==> config.mk <==
export PLATFORM = sky130hd
export DESIGN_NAME = fetch_ctrl
export DESIGN_NICKNAME = d
export VERILOG_FILES = /design/src/rtl/fetch_ctrl.sv
export SDC_FILE = /design/constraint.sdc
export NUM_CORES = 1
export LEC_CHECK = 0
export ABC_AREA = 1
export CAP_MARGIN = 5
export CORE_ASPECT_RATIO = 0.75
export CORE_MARGIN = 4
export CORE_UTILIZATION = 45
export CTS_CLUSTER_DIAMETER = 60
export DETAILED_ROUTE_END_ITERATION = 7
export PLACE_DENSITY = 0.83
export SLEW_MARGIN = 5
export SYNTH_ARGS = -nofsm -noshare
export SYNTH_HDL_FRONTEND = slang
export SYNTH_SLANG_ARGS = --single-unit
==> constraint.sdc <==
create_clock -name clk -period 4.4 [get_ports clk]
set_input_delay 0.44 -clock clk [delete_from_list [all_inputs] [get_ports clk]]
set_output_delay 0.44 -clock clk [all_outputs]
set_load 0.1 [all_outputs]
==> src/rtl/fetch_ctrl.sv <==
// Instruction fetch controller: one outstanding 8-byte request, credit-gated by buffer occupancy.
// Optional performance counters are enabled with the FETCH_CTRL_PERF_EN macro.
module fetch_ctrl #(
    parameter logic [31:0] RESET_PC  = 32'h0000_0000,
    parameter int          BUF_DEPTH = 4
) (
    input  logic        clk,
    input  logic        rst,
    input  logic        branch_flag,
    input  logic [31:0] branch_pc,
    input  logic        launch_flag1,
    input  logic        launch_flag2,
    input  logic        imem_ready,
    input  logic        imem_rvalid,
    output logic        imem_req,
    output logic [31:0] imem_addr,
    output logic [31:0] fetch_pc,
    output logic [1:0]  issue,
    output logic        stop,
    output logic [2:0]  occupancy
`ifdef FETCH_CTRL_PERF_EN
    ,
    output logic [31:0] stall_cycles,
    output logic [15:0] flush_count
`endif
);

    localparam logic [2:0] S_IDLE  = 3'd0;
    localparam logic [2:0] S_REQ   = 3'd1;
    localparam logic [2:0] S_WAIT  = 3'd2;
    localparam logic [2:0] S_HOLD  = 3'd3;
    localparam logic [2:0] S_DRAIN = 3'd4;

    localparam logic [4:0] DEPTH_W = BUF_DEPTH[4:0];

    logic [2:0]  r_state;
    logic [2:0]  w_state_nxt;
    logic [31:0] r_pc;
    logic [31:0] w_pc_nxt;
    logic [2:0]  r_occ;
    logic [2:0]  w_occ_nxt;
    logic [2:0]  w_consumed;
    logic [2:0]  w_issued;
    logic [1:0]  w_issue;
    logic [4:0]  w_need_nxt;
    logic        w_resp;
    logic        w_credit;

    function automatic logic [2:0] popcount2(input logic [1:0] v);
        popcount2 = {2'b00, v[0]} + {2'b00, v[1]};
    endfunction

    always_comb begin
        w_consumed = launch_flag2 ? 3'd2 : (launch_flag1 ? 3'd1 : 3'd0);
    end

    // Only a response in WAIT writes the buffer; branch and reset suppress it.
    always_comb begin
        w_resp  = (r_state == S_WAIT) && imem_rvalid;
        w_issue = 2'b00;
        if (w_resp && !branch_flag && !rst) begin
            w_issue = r_pc[2] ? 2'b01 : 2'b11;
        end
        w_issued = popcount2(w_issue);
    end

    always_comb begin
        w_pc_nxt  = r_pc;
        w_occ_nxt = r_occ - w_consumed + w_issued;
        if (branch_flag) begin
            w_pc_nxt  = branch_pc;
            w_occ_nxt = 3'd0;
        end else if (w_issue != 2'b00) begin
            w_pc_nxt = {r_pc[31:3] + 29'd1, 3'b000};
        end
    end

    // Credit is judged on the state the buffer will be in next cycle, so consumption
    // and data written this cycle both count before the next request is allowed.
    always_comb begin
        w_need_nxt = w_pc_nxt[2] ? 5'd1 : 5'd2;
        w_credit   = ({2'b00, w_occ_nxt} + w_need_nxt) <= DEPTH_W;
    end

    always_comb begin
        w_state_nxt = r_state;
        case (r_state)
            S_IDLE:  w_state_nxt = (branch_flag || w_credit) ? S_REQ : S_HOLD;
            S_REQ: begin
                if (branch_flag) begin
                    w_state_nxt = imem_ready ? S_DRAIN : S_REQ;
                end else if (imem_ready) begin
                    w_state_nxt = S_WAIT;
                end
            end
            S_WAIT: begin
                if (branch_flag) begin
                    w_state_nxt = imem_rvalid ? S_REQ : S_DRAIN;
                end else if (imem_rvalid) begin
                    w_state_nxt = w_credit ? S_REQ : S_HOLD;
                end
            end
            S_HOLD:  w_state_nxt = (branch_flag || w_credit) ? S_REQ : S_HOLD;
            S_DRAIN: begin
                if (!branch_flag && imem_rvalid) begin
                    w_state_nxt = S_REQ;
                end
            end
            default: w_state_nxt = S_IDLE;
        endcase
    end

    always_ff @(posedge clk) begin
        if (rst) begin
            r_state <= S_IDLE;
            r_pc    <= RESET_PC;
            r_occ   <= 3'd0;
        end else begin
            r_state <= w_state_nxt;
            r_pc    <= w_pc_nxt;
            r_occ   <= w_occ_nxt;
        end
    end

    always_comb begin
        imem_req  = (r_state == S_REQ) && !rst;
        imem_addr = {r_pc[31:3], 3'b000};
        fetch_pc  = r_pc;
        issue     = w_issue;
        stop      = (r_state == S_HOLD);
        occupancy = r_occ;
    end

`ifdef FETCH_CTRL_PERF_EN
    logic [31:0] r_stall_cycles;
    logic [15:0] r_flush_count;

    always_ff @(posedge clk) begin
        if (rst) begin
            r_stall_cycles <= 32'd0;
            r_flush_count  <= 16'd0;
        end else begin
            if (r_state == S_HOLD) begin
                r_stall_cycles <= r_stall_cycles + 32'd1;
            end
            if (branch_flag) begin
                r_flush_count <= r_flush_count + 16'd1;
            end
        end
    end

    assign stall_cycles = r_stall_cycles;
    assign flush_count  = r_flush_count;
`endif

endmodule

==> implementation parameters, run 1 <==
Parameter                              Value

Critical path
  Slowest stage cell on the critical path    sky130_fd_sc_hd__fa_1
  Startpoint type of the worst setup path    primary input
  Worst Setup Path Type    primary input to flip-flop
  Buffers and inverters on the worst path    3
  Maximum fanout along the worst path    9
  Worst path max stage delay    0.55 ns
  Worst Path Arrival    3.94 ns
  Critical path's top delay family    adder cells
  Ordered cell list for the critical path    clkdlybuf4s50_1 > inv_4 > nand2_1 > nor2_4 > nand2_8 > nor2_2 > inv_1 > ha_1 > fa_1 > fa_1 > nor2_1 > fa_1 > nor2_1 > o211ai_1 > nand2_1 > nand3_1 > nand2_1 > a21oi_1
  Type of destination of the critical path    flip-flop
  Data required time of the worst path    4.63 ns

Logic synthesis
  Top_reg_cell synth    sky130_fd_sc_hd__dfxtp_1
  Number of distinct library cells after synthesis    34
  Library cell occupying the most area in the post-synthesis netlist    sky130_fd_sc_hd__dfxtp_1
  Synth Area in XOR/XNOR    0%
  Synth async-reset ratio    0%
  Synth Area in Simple Gates    38.2%
  Sequential area share after synthesis    25.4%
  Average cell area after synthesis    6.05 um^2
  Number of enable-type register cells in the synthesized netlist    0
  Gate Count Post-Synth    496
  Compound-cell area share of the yosys netlist    13.3%
  Post-Syn Area    3000 um^2
  Largest cells by area after synthesis    sky130_fd_sc_hd__dfxtp_1 (25%), sky130_fd_sc_hd__nand2_1 (19%), sky130_fd_sc_hd__buf_4 (8.5%)
  Largest family of logic cells by synthesized area    simple AND/OR/NAND/NOR gates
  Syn. warnings    0
  Mux cell area share after synthesis    0%
  Adder-Cell Fraction of Synth Area    4.09%
  Synth top area share    25.4%
  Synthesis-stage register bit count    38

Power
  Cell Pwr Density    303 nW/um^2
  Part of the power in combinational logic    42.1%
  Power Internal    659 uW
  Relative contribution of sequential cells to total power    33.4%
  Maximum ir drop on the vdd rail    150 uV
  Leakage component of the power    1.55 nW
  P_sw    545 uW
  Proportion of power drawn by the clock network    24.6%
  Switching power as a share of total power    45.3%
  Sum of internal, switching and leakage power    1.20 mW

Clock network
  Clock buffer count from CTS    5
  Clock slew at the register clock pins of the worst setup and hold paths    0.08 ns
  Max clock buf depth    2
  Source-to-sink clock delay at the later pin of the worst-skew pair    0.30 ns
  Total setup buffers inserted after CTS    0
  Sink count of the clock tree    38
  H-tree depth    2
  Buffer type at the clock tree root    sky130_fd_sc_hd__clkbuf_8
  Number of hold buffers added after CTS    0
  CTS tree    built
  Post-cts gate resize count    0

STA
  Unrepaired setup endpoints after global routing    no
  Clock period minus worst slack    3.70 ns
  Number of hold violations in the final report    0
  Setup violation total in the final timing report    0
  Remaining max-slew budget at the tightest pin    34.0%
  Number of max-slew violations in the final report    0
  Actual slew at the worst max-slew pin    0.987 ns
  Final worst-path cycle share    84.1%
  Worst clock skew    0.00972 ns
  Final sum of negative setup slack    0 ns
  Fmax achieved    0.270 GHz

Drt
  Routed WL    9280 um
  Detail-routed via count per cell    5.12
  Number of optimization iterations in the first detailed-route pass    5
  Remaining design rule violation count    0
  Via count    3333
  Per-cell routed wire length    14.3 um
  DRC marker count from the first detailed-route iteration    220
  Count of nets left with antenna violations after detail routing    0

Final layout
  Area of combinational cells with multiple inputs    1680 um^2
  Final-layout fill cell count    600
  Register area    761 um^2
  Synthesis-to-finish area growth    32.7%
  Ant. Diodes    0
  NumNets Final    616
  Fraction of final layout cells with drive strength greater than 1    6.32%

GRT
  Vias in the first global route    3160
  Antenna violations before repair    0
  All-layer global routing usage    23.5%
  First-pass GRT wire length    15200 um
  Largest net degree at the start of global routing    39
  Total gr overflow    0

Die
  Number of placement rows    25
  Die height    78.7 um
  # IOs    110
  Starting utilization of the core area    47.0%
  Floorplan core area    6380 um^2
  Die W    102 um
  Full die area    8050 um^2

Placement
  I/O Buffers    106
  Routability Congestion    0.866
  Post-detailed-placement half-perimeter wirelength    7140 um

Min path
  Type of the most critical hold path    flip-flop to flip-flop

Status
  Result of the run    completed

Run
  Reported max-cap violation count    0
per-layer routing:
metal	wire length [um]	up-vias	track usage [%]
met3	693	20	4.39
met2	4060	149	36.4
li1	-	1677	-
met4	161	0	6.55
met1	4360	1487	33.1
met5	0	-	0
cells by family (layout without fill, tap and decap cells):
logic type      after synthesis  in the layout
buf+inv                     111            183
fa+ha+maj                     8              8
compound gates               65             65
other cells                   1              3
flops                        38             38
simple gates                273            273
cell usage after synthesis, types with 2 or more instances:
master	number
sky130_fd_sc_hd__buf_2	2
sky130_fd_sc_hd__a21oi_1	20
sky130_fd_sc_hd__nand3b_1	2
sky130_fd_sc_hd__o21ai_1	4
sky130_fd_sc_hd__a21oi_2	4
sky130_fd_sc_hd__nor2_4	2
sky130_fd_sc_hd__clkbuf_1	4
sky130_fd_sc_hd__fa_1	3
sky130_fd_sc_hd__buf_1	2
sky130_fd_sc_hd__nor2_1	61
sky130_fd_sc_hd__buf_4	34
sky130_fd_sc_hd__nor3_1	3
sky130_fd_sc_hd__a31oi_1	10
sky130_fd_sc_hd__buf_6	2
sky130_fd_sc_hd__o211ai_1	4
sky130_fd_sc_hd__ha_1	5
sky130_fd_sc_hd__o21ai_2	6
sky130_fd_sc_hd__o21bai_1	4
sky130_fd_sc_hd__inv_1	62
sky130_fd_sc_hd__nand3_1	47
sky130_fd_sc_hd__nand2_1	153
sky130_fd_sc_hd__o21ai_0	11
sky130_fd_sc_hd__dfxtp_1	38
sky130_fd_sc_hd__inv_4	2
sky130_fd_sc_hd__inv_2	2
metrics by stage:
step                      worst slack (ns)  hold WS, ns  utilization [%]  cell area, um^2  instances
final                                0.699        0.463             62.4             3980        651
after global routing                 0.468        0.475             62.4             3980        651
after CTS                            0.697        0.464             62.4             3980        651
after detailed placement             0.386        0.452             60.6             3870        643
after global placement               0.500        0.448             60.6             3870        643
after floorplan                      0.307        0.589                -             3010        498
cell type report:
type	instances	share of cell area (%)
Multi-Input combinational cell	349	42.3
Inverter	67	6.48
Tap cell	81	2.55
Clock buffer	8	2.77
Timing Repair Buffer	108	26.8
Sequential cell	38	19.1
worst paths after layout:
check,from,to,slack (ns),cells past startpoint
max reg2reg,r_state[2],r_state[1],0.96,17
max,branch_flag,r_state[1],0.70,18
min,fetch_pc[1],fetch_pc[1],0.46,2
min reg2reg,fetch_pc[1],fetch_pc[1],0.46,2
worst register-to-register path: cells and delay by family, from the launching register on:
family	cells	cell delay (ns)
AO/OA/AOI/OAI	2	0.27
adder cells (fa/ha/maj)	4	1.76
buffers and inverters	2	0.13
flip-flops	1	0.38
AND/OR/NAND/NOR	9	0.81
placed cells by master (no fill, tap or decap):
cell type                         netlist  routed
sky130_fd_sc_hd__nor3_1                 3       3
sky130_fd_sc_hd__or2_2                  1       1
sky130_fd_sc_hd__nand2_8                1       1
sky130_fd_sc_hd__o311ai_0               1       1
sky130_fd_sc_hd__o211ai_1               4       4
sky130_fd_sc_hd__nand3_2                1       1
sky130_fd_sc_hd__nor2_2                 1       2
sky130_fd_sc_hd__clkdlybuf4s50_1        0     103
sky130_fd_sc_hd__o21ai_2                6       6
sky130_fd_sc_hd__nand3_1               47      47
sky130_fd_sc_hd__clkinv_2               1       1
sky130_fd_sc_hd__o21bai_1               4       4
sky130_fd_sc_hd__a31oi_1               10      10
sky130_fd_sc_hd__o21ai_0               11      11
sky130_fd_sc_hd__nor2_4                 2       2
sky130_fd_sc_hd__conb_1                 1       3
sky130_fd_sc_hd__nand2_1              153     153
sky130_fd_sc_hd__o22ai_1                1       1
sky130_fd_sc_hd__nand3b_1               2       2
sky130_fd_sc_hd__a21oi_2                4       4
sky130_fd_sc_hd__o21ai_1                4       4
sky130_fd_sc_hd__clkbuf_8               0       8
sky130_fd_sc_hd__nand2_4                1       1
sky130_fd_sc_hd__inv_2                  2       2
sky130_fd_sc_hd__dfxtp_1               38      38
sky130_fd_sc_hd__ha_1                   5       5
sky130_fd_sc_hd__nor2_1                61      60
sky130_fd_sc_hd__fa_1                   3       3
sky130_fd_sc_hd__buf_4                 34       5
sky130_fd_sc_hd__inv_4                  2       2
sky130_fd_sc_hd__a21oi_1               20      20
sky130_fd_sc_hd__inv_1                 62      62
registers in the layout, indices dropped and copies added (netlist names):
signal	count
occupancy	3
r_state	3
fetch_pc	32
power groups by stage:
stage                     sequential (mW)  combinational (mW)  clock (mW)
after CTS                           0.401               0.508       0.300
after floorplan                     0.532               0.275           0
after global routing                0.407               0.533       0.313
after global placement              0.408               0.500           0
after detailed placement            0.409               0.507           0
final                               0.402               0.507       0.296
No activity file was read; power rests on OpenSTA's default activity.
==> run 2: changes to the inputs <==
--- a/config.mk
+++ b/config.mk
@@ -9,10 +9,10 @@
 export CAP_MARGIN = 5
 export CORE_ASPECT_RATIO = 0.75
 export CORE_MARGIN = 4
-export CORE_UTILIZATION = 45
+export CORE_UTILIZATION = 41
 export CTS_CLUSTER_DIAMETER = 60
 export DETAILED_ROUTE_END_ITERATION = 7
-export PLACE_DENSITY = 0.83
+export PLACE_DENSITY = 0.8
 export SLEW_MARGIN = 5
 export SYNTH_ARGS = -nofsm -noshare
 export SYNTH_HDL_FRONTEND = slang
==> constraint.sdc (replaced) <==
create_clock -name clk -period 3.01 [get_ports clk]
set_input_delay 0.301 -clock clk [delete_from_list [all_inputs] [get_ports clk]]
set_output_delay 0.301 -clock clk [all_outputs]
set_load 0.1 [all_outputs]
==> run 2 against run 1 <==
Against the previous run: the flow now finishes with violations (setup timing); cell area rose by 0.41%; count of clock-buffer cells in the layout decreased by 2; via count increased by 0.21%; sequential power up 46%; register-to-register slack got worse by 1.0 ns; critical path depth shrank 1; final cell count increased by 4.5%; critical endpoint unchanged; highest routed layer unchanged.
==> implementation parameters, run 2 (synthesis results as in run 1) <==
Parameter                              Value

Status
  Result of the run    finished with violations (was completed)
  Violations in the final reports    setup timing

Critical path
  Slack of the worst reg-to-reg path    -0.08 ns (was 0.96 ns)
  Maximum fanout along the worst path    2 (was 9)
  Worst R2R End    r_state[1] (unchanged)
  Type of destination of the critical path    flip-flop (unchanged)
  Length in cells of the worst reg-to-reg path    17 (unchanged)
  Reg2reg start    r_state[2] (unchanged)
  Buffers and inverters on the worst path    2 (was 3)
  Worst Path Arrival    3.27 ns (was 3.94 ns)
  Data required time of the worst path    3.19 ns (was 4.63 ns)
  Critical path's top delay family    adder cells (unchanged)
  Worst path max stage delay    0.47 ns (was 0.55 ns)
  Slowest stage cell on the critical path    sky130_fd_sc_hd__fa_1 (unchanged)
  Ordered cell list for the critical path    inv_2 > nand2_4 > nor2_4 > nand2_8 > nor2_4 > inv_2 > ha_4 > fa_2 > fa_1 > nor2_2 > fa_1 > nor2_2 > o211ai_1 > nand2_1 > nand3_2 > nand2_1 > a21oi_1 (was clkdlybuf4s50_1 > inv_4 > nand2_1 > nor2_4 > nand2_8 > nor2_2 > inv_1 > ha_1 > fa_1 > fa_1 > nor2_1 > fa_1 > nor2_1 > o211ai_1 > nand2_1 > nand3_1 > nand2_1 > a21oi_1)
  Startpoint type of the worst setup path    flip-flop (was primary input)
  Worst Setup Path Type    flip-flop to flip-flop (was primary input to flip-flop)

Min path
  HP Start    fetch_pc[0] (was fetch_pc[1])
  Worst min-delay path endpoint    fetch_pc[0] (was fetch_pc[1])
  Worst hold path stage count    2 (unchanged)
  Type of the most critical hold path    flip-flop to flip-flop (unchanged)

Power
  Sum of internal, switching and leakage power    1.74 mW (was 1.20 mW)
  Leakage component of the power    1.73 nW (was 1.55 nW)
  Maximum ir drop on the vdd rail    258 uV (was 150 uV)
  Cell Pwr Density    435 nW/um^2 (was 303 nW/um^2)

STA
  Number of hold violations in the final report    0 (unchanged)
  Setup WS post-layout    -0.0789 ns (was 0.699 ns)
  Number of max-slew violations in the final report    0 (unchanged)
  Final sum of negative setup slack    -0.0789 ns (was 0 ns)
  Final worst-path cycle share    103%
  Unrepaired setup endpoints after global routing    yes (was no)
  Worst clock skew    0.0107 ns (was 0.00972 ns)
  Setup violation total in the final timing report    1 (was 0)
  Actual slew at the worst max-slew pin    0.976 ns (was 0.987 ns)
  Fmax achieved    0.324 GHz
  Clock period minus worst slack    3.09 ns
  Remaining max-slew budget at the tightest pin    34.7% (was 34.0%)

Die
  Die height    82.1 um (was 78.7 um)
  # IOs    110 (unchanged)
  Floorplan core area    6960 um^2 (was 6380 um^2)
  Starting utilization of the core area    43.1% (was 47.0%)
  Die W    107 um (was 102 um)
  Full die area    8770 um^2 (was 8050 um^2)
  Number of placement rows    26 (was 25)

Drt
  Count of nets left with antenna violations after detail routing    0 (unchanged)
  Remaining design rule violation count    0 (unchanged)
  Via count    3340 (was 3333)
  Number of optimization iterations in the first detailed-route pass    7 (was 5)
  Per-cell routed wire length    13.6 um (was 14.3 um)
  Routed WL    9220 um (was 9280 um)
  DRC marker count from the first detailed-route iteration    221 (was 220)
  Detail-routed via count per cell    4.91 (was 5.12)

Final layout
  Max FFs per register    32 (unchanged)
  Final-layout fill cell count    704 (was 600)
  Final instance area    4000 um^2 (was 3980 um^2)
  Commonest cells after routing, fill and taps aside    sky130_fd_sc_hd__nand2_1 (151), sky130_fd_sc_hd__buf_4 (77), sky130_fd_sc_hd__inv_1 (61) (was sky130_fd_sc_hd__nand2_1 (153), sky130_fd_sc_hd__clkdlybuf4s50_1 (103), sky130_fd_sc_hd__inv_1 (62))
  NumNets Final    628 (was 616)
  Synthesis-to-finish area growth    33.2% (was 32.7%)
  Fraction of final layout cells with drive strength greater than 1    21.0% (was 6.32%)
  Register area    764 um^2 (was 761 um^2)
  Commonest non-fill, non-tap cell in the layout    sky130_fd_sc_hd__nand2_1 (unchanged)
  Area of combinational cells with multiple inputs    1720 um^2 (was 1680 um^2)
  Final core area utilization    57.4% (was 62.4%)
  Ant. Diodes    0 (unchanged)

GRT
  Global routing's busiest layer    met2 (unchanged)
  Total gr overflow    0 (unchanged)
  Met1 usage in global routing    29.6% (was 33.1%)
  Antenna violations before repair    0 (unchanged)
  Routing usage on met2    35.0% (was 36.4%)
  Met3 layer usage reported by global route    3.77% (was 4.39%)
  Largest net degree at the start of global routing    39 (unchanged)
  All-layer global routing usage    21.2% (was 23.5%)
  First-pass GRT wire length    15000 um (was 15200 um)
  Vias in the first global route    3100 (was 3160)

Clock network
  Source-to-sink clock delay at the later pin of the worst-skew pair    0.30 ns (about the same)
  CTS tree    built (unchanged)
  Max clock buf depth    2 (unchanged)
  Buffer type at the clock tree root    sky130_fd_sc_hd__clkbuf_8 (unchanged)
  Clock slew at the register clock pins of the worst setup and hold paths    0.09 ns (was 0.08 ns)
  Clock buffer count from CTS    5 (unchanged)
  H-tree depth    2 (unchanged)
  Sink count of the clock tree    38 (unchanged)
  Number of hold buffers added after CTS    0 (unchanged)

Placement
  Routability Congestion    0.908 (was 0.866)
  Post-detailed-placement half-perimeter wirelength    7140 um (about the same)
  Total placed instance area    3870 um^2 (about the same)
  Minimum setup slack after placement    -0.595 ns (was 0.386 ns)
  I/O Buffers    106 (unchanged)

Run
  Reported max-cap violation count    0 (unchanged)
==> run 2: routing by layer <==
layer | vias up | routed length (um)
met3 | 9 | 799
met4 | 0 | 64
met5 | - | 0
li1 | 1701 | -
met2 | 150 | 4020
met1 | 1480 | 4330
==> run 2: final cells by class <==
type                            count  area share, %
Clock buffer                        6           2.07
Clock inverter                      2          0.313
Inverter                           67           6.45
Multi-Input combinational cell    349           43.1
Sequential cell                    38           19.1
Tap cell                           98           3.07
Timing Repair Buffer              120           25.9
==> run 2: worst max-delay path by stage <==
stage	endpoint	cells past startpoint	start
3_5_place_dp	r_state[1]	18	branch_flag
2_1_floorplan	r_state[1]	17	r_state[2]
3_3_place_gp	r_state[1]	18	branch_flag
4_1_cts	r_state[1]	17	r_state[2]
6_report	r_state[1]	17	r_state[2]
5_1_grt	r_state[1]	17	r_state[2]
==> run 2: per-stage QoR <==
stage / hold WS (ns) / instances
after floorplan: 0.450 / 498
after global placement: 0.451 / 669
after detailed placement: 0.457 / 669
after CTS: 0.469 / 679
after global routing: 0.492 / 680
final: 0.464 / 680
==> run 2: tightest hold or removal path: stages, from the launching register on <==
cell	delay (ns)
sky130_fd_sc_hd__dfxtp_1	0.31
sky130_fd_sc_hd__nand2_1	0.06
sky130_fd_sc_hd__a21oi_1	0.05
==> run 2: timing repair <==
action,in CTS,in global routing
setup buffers,2,1
gates resized for setup,6,2
endpoints found under the setup margin,1,1
pin swaps,8,3
==> run 2: where the power goes <==
part	switching (mW)	total [mW]	internal (mW)
combinational	0.558	0.765	0.207
clock	0.201	0.385	0.185
sequential	0.0503	0.587	0.537
total	0.809	1.74	0.928
==> run 3: changes to the inputs <==
--- a/config.mk
+++ b/config.mk
@@ -12,7 +12,9 @@
 export CORE_UTILIZATION = 41
 export CTS_CLUSTER_DIAMETER = 60
 export DETAILED_ROUTE_END_ITERATION = 7
+export GPL_TIMING_DRIVEN = 0
 export PLACE_DENSITY = 0.8
+export RECOVER_POWER = 100
 export SLEW_MARGIN = 5
 export SYNTH_ARGS = -nofsm -noshare
 export SYNTH_HDL_FRONTEND = slang
==> run 3 against run 2 <==
Against the previous run: the flow still finishes with violations (setup timing); setup slack got worse by 0.11 ns; non-clock buffer count is 36 higher; largest cell class unchanged; largest power group unchanged; utilization rose by 5.6 points; worst hold slack improved by 0.011 ns.
==> implementation parameters, run 3 (synthesis results as in run 1) <==
Parameter                              Value

Die
  Full die area    8770 um^2 (unchanged)
  Floorplan core area    6960 um^2 (unchanged)
  Starting utilization of the core area    43.1% (unchanged)
  # IOs    110 (unchanged)
  Number of placement rows    26 (unchanged)
  Die W    107 um (unchanged)
  Die height    82.1 um (unchanged)

STA
  Worst clock skew    0.00978 ns (was 0.0107 ns)
  Number of hold violations in the final report    0 (unchanged)
  Unrepaired setup endpoints after global routing    yes (unchanged)
  Setup violation total in the final timing report    1 (unchanged)
  Remaining max-slew budget at the tightest pin    34.3% (was 34.7%)
  Actual slew at the worst max-slew pin    0.982 ns (was 0.976 ns)
  Clock period minus worst slack    3.20 ns (was 3.09 ns)
  Final worst-path cycle share    106% (was 103%)
  Setup WS post-layout    -0.193 ns (was -0.0789 ns)
  Number of max-slew violations in the final report    0 (unchanged)
  Fmax achieved    0.312 GHz (was 0.324 GHz)

Clock network
  H-tree depth    2 (unchanged)
  Max clock buf depth    2 (unchanged)
  Source-to-sink clock delay at the later pin of the worst-skew pair    0.30 ns (about the same)
  Sink count of the clock tree    38 (unchanged)
  Clock slew at the register clock pins of the worst setup and hold paths    0.09 ns (about the same)
  CTS tree    built (unchanged)
  Clock buffer count from CTS    5 (unchanged)
  Number of hold buffers added after CTS    0 (unchanged)
  Buffer type at the clock tree root    sky130_fd_sc_hd__clkbuf_8 (unchanged)

GRT
  First-pass GRT wire length    16800 um (was 15000 um)
  Antenna violations before repair    0 (unchanged)
  Vias in the first global route    3403 (was 3100)
  All-layer global routing usage    24.3% (was 21.2%)
  Total gr overflow    0 (unchanged)
  Largest net degree at the start of global routing    13 (was 39)

Final layout
  NumNets Final    664 (was 628)
  Final-layout fill cell count    669 (was 704)
  Commonest non-fill, non-tap cell in the layout    sky130_fd_sc_hd__nand2_1 (unchanged)
  Commonest cells after routing, fill and taps aside    sky130_fd_sc_hd__nand2_1 (151), sky130_fd_sc_hd__clkdlybuf4s50_1 (102), sky130_fd_sc_hd__inv_1 (61) (was sky130_fd_sc_hd__nand2_1 (151), sky130_fd_sc_hd__buf_4 (77), sky130_fd_sc_hd__inv_1 (61))
  Ant. Diodes    0 (unchanged)
  Synthesis-to-finish area growth    46.3% (was 33.2%)
  Final instance count without filler cells    716 (was 680)
  Register area    767 um^2 (was 764 um^2)
  Area of combinational cells with multiple inputs    1730 um^2 (was 1720 um^2)
  Final core area utilization    63.0% (was 57.4%)
  Fraction of final layout cells with drive strength greater than 1    14.1% (was 21.0%)
  Max FFs per register    32 (unchanged)

Placement
  I/O Buffers    106 (unchanged)
  Routability Congestion    0.938 (was 0.908)
  Placed cells    702 (was 669)
  Post-detailed-placement half-perimeter wirelength    8090 um (was 7140 um)

Min path
  Type of the most critical hold path    flip-flop to flip-flop (unchanged)

Status
  Result of the run    finished with violations (unchanged)
  Violations in the final reports    setup timing (unchanged)

Power
  Cell Pwr Density    408 nW/um^2 (was 435 nW/um^2)
  Maximum ir drop on the vdd rail    177 uV (was 258 uV)
  Leakage component of the power    1.79 nW (was 1.73 nW)

Drt
  DRC marker count from the first detailed-route iteration    245 (was 221)
  Count of nets left with antenna violations after detail routing    0 (unchanged)
  Routed WL    10200 um (was 9220 um)
  Detail-routed via count per cell    4.91 (about the same)
  Remaining design rule violation count    0 (unchanged)
  Via count    3513 (was 3340)
  Per-cell routed wire length    14.3 um (was 13.6 um)
  Number of optimization iterations in the first detailed-route pass    5 (was 7)

Critical path
  Buffers and inverters on the worst path    2 (unchanged)
  Most prevalent standard cell on the critical path    sky130_fd_sc_hd__nor2_4
  Critical path's top delay family    adder cells (unchanged)
  Startpoint type of the worst setup path    flip-flop (unchanged)
  Maximum fanout along the worst path    2 (unchanged)
  Slowest stage cell on the critical path    sky130_fd_sc_hd__fa_2 (was sky130_fd_sc_hd__fa_1)
  Worst path max stage delay    0.58 ns (was 0.47 ns)
  Worst Setup Path Type    flip-flop to flip-flop (unchanged)
  Ordered cell list for the critical path    inv_4 > nand2_4 > nor2_4 > nand2_8 > nor2_4 > inv_2 > ha_4 > fa_2 > fa_2 > nor2_4 > fa_1 > nor2_2 > o211ai_1 > nand2_1 > nand3_2 > nand2_1 > a21oi_1 (was inv_2 > nand2_4 > nor2_4 > nand2_8 > nor2_4 > inv_2 > ha_4 > fa_2 > fa_1 > nor2_2 > fa_1 > nor2_2 > o211ai_1 > nand2_1 > nand3_2 > nand2_1 > a21oi_1)
  Type of destination of the critical path    flip-flop (unchanged)
  Data required time of the worst path    3.22 ns (was 3.19 ns)
  Worst Path Arrival    3.42 ns (was 3.27 ns)

Run
  Reported max-cap violation count    0 (unchanged)
-- run 3: cell count changes in the layout (fill, tap and decap cells not counted), sizes merged --
cell,delta
buf,-34
dlymetal6s2s,+1
clkdlybuf4s50,+65
clkbuf,+4
-- run 3: cell type report --
type | count | area share, %
Inverter | 67 | 5.93
Buffer | 44 | 7.07
Tap cell | 98 | 2.79
Clock inverter | 2 | 0.285
Clock buffer | 6 | 1.88
Multi-Input combinational cell | 349 | 39.4
Sequential cell | 38 | 17.5
Timing Repair Buffer | 112 | 25.2
-- run 3: what timing repair did --
item                                    in CTS  in global routing
setup buffers                                5                  1
endpoints found under the setup margin       2                  2
resized for setup                           10                  3
pin swaps                                   10                  5
-- run 3: worst paths after layout --
path | to | slack, ns | depth (start not counted) | start
setup reg to reg | r_state[1] | -0.19 | 17 | r_state[2]
hold reg to reg | fetch_pc[0] | 0.47 | 2 | fetch_pc[0]
setup / recovery | r_state[1] | -0.19 | 17 | r_state[2]
hold / removal | fetch_pc[0] | 0.47 | 2 | fetch_pc[0]
-- run 3: worst min-delay path, delay by kind of cell, from the launching register on --
kind / cells / cell delay, ns
flops: 1 / 0.32
simple gates: 1 / 0.06
compound gates: 1 / 0.05
-- run 3: metal layers --
metal	global-route usage (%)	vias up	wire length (um)
met2	38.9	149	4330
met3	4.95	14	842
li1	-	1778	-
met5	0	-	0
met4	4.73	0	112
met1	34.0	1572	4950
-- run 3: through the flow --
stage	cell area [um^2]	power [mW]	hold WS (ns)	TNS, ns	worst slack [ns]
final	4390	1.79	0.475	-0.193	-0.193
after global routing	4390	1.87	0.509	-0.324	-0.324
after CTS	4370	1.78	0.480	-0.186	-0.186
after detailed placement	4220	1.39	0.463	-0.960	-0.859
after global placement	4220	1.38	0.451	-0.853	-0.777
after floorplan	3040	1.18	0.450	-0.511	-0.511
-- run 3: power by group --
group | internal, mW | switching [mW]
clock network | 0.185 | 0.202
logic | 0.242 | 0.570
registers | 0.536 | 0.0545
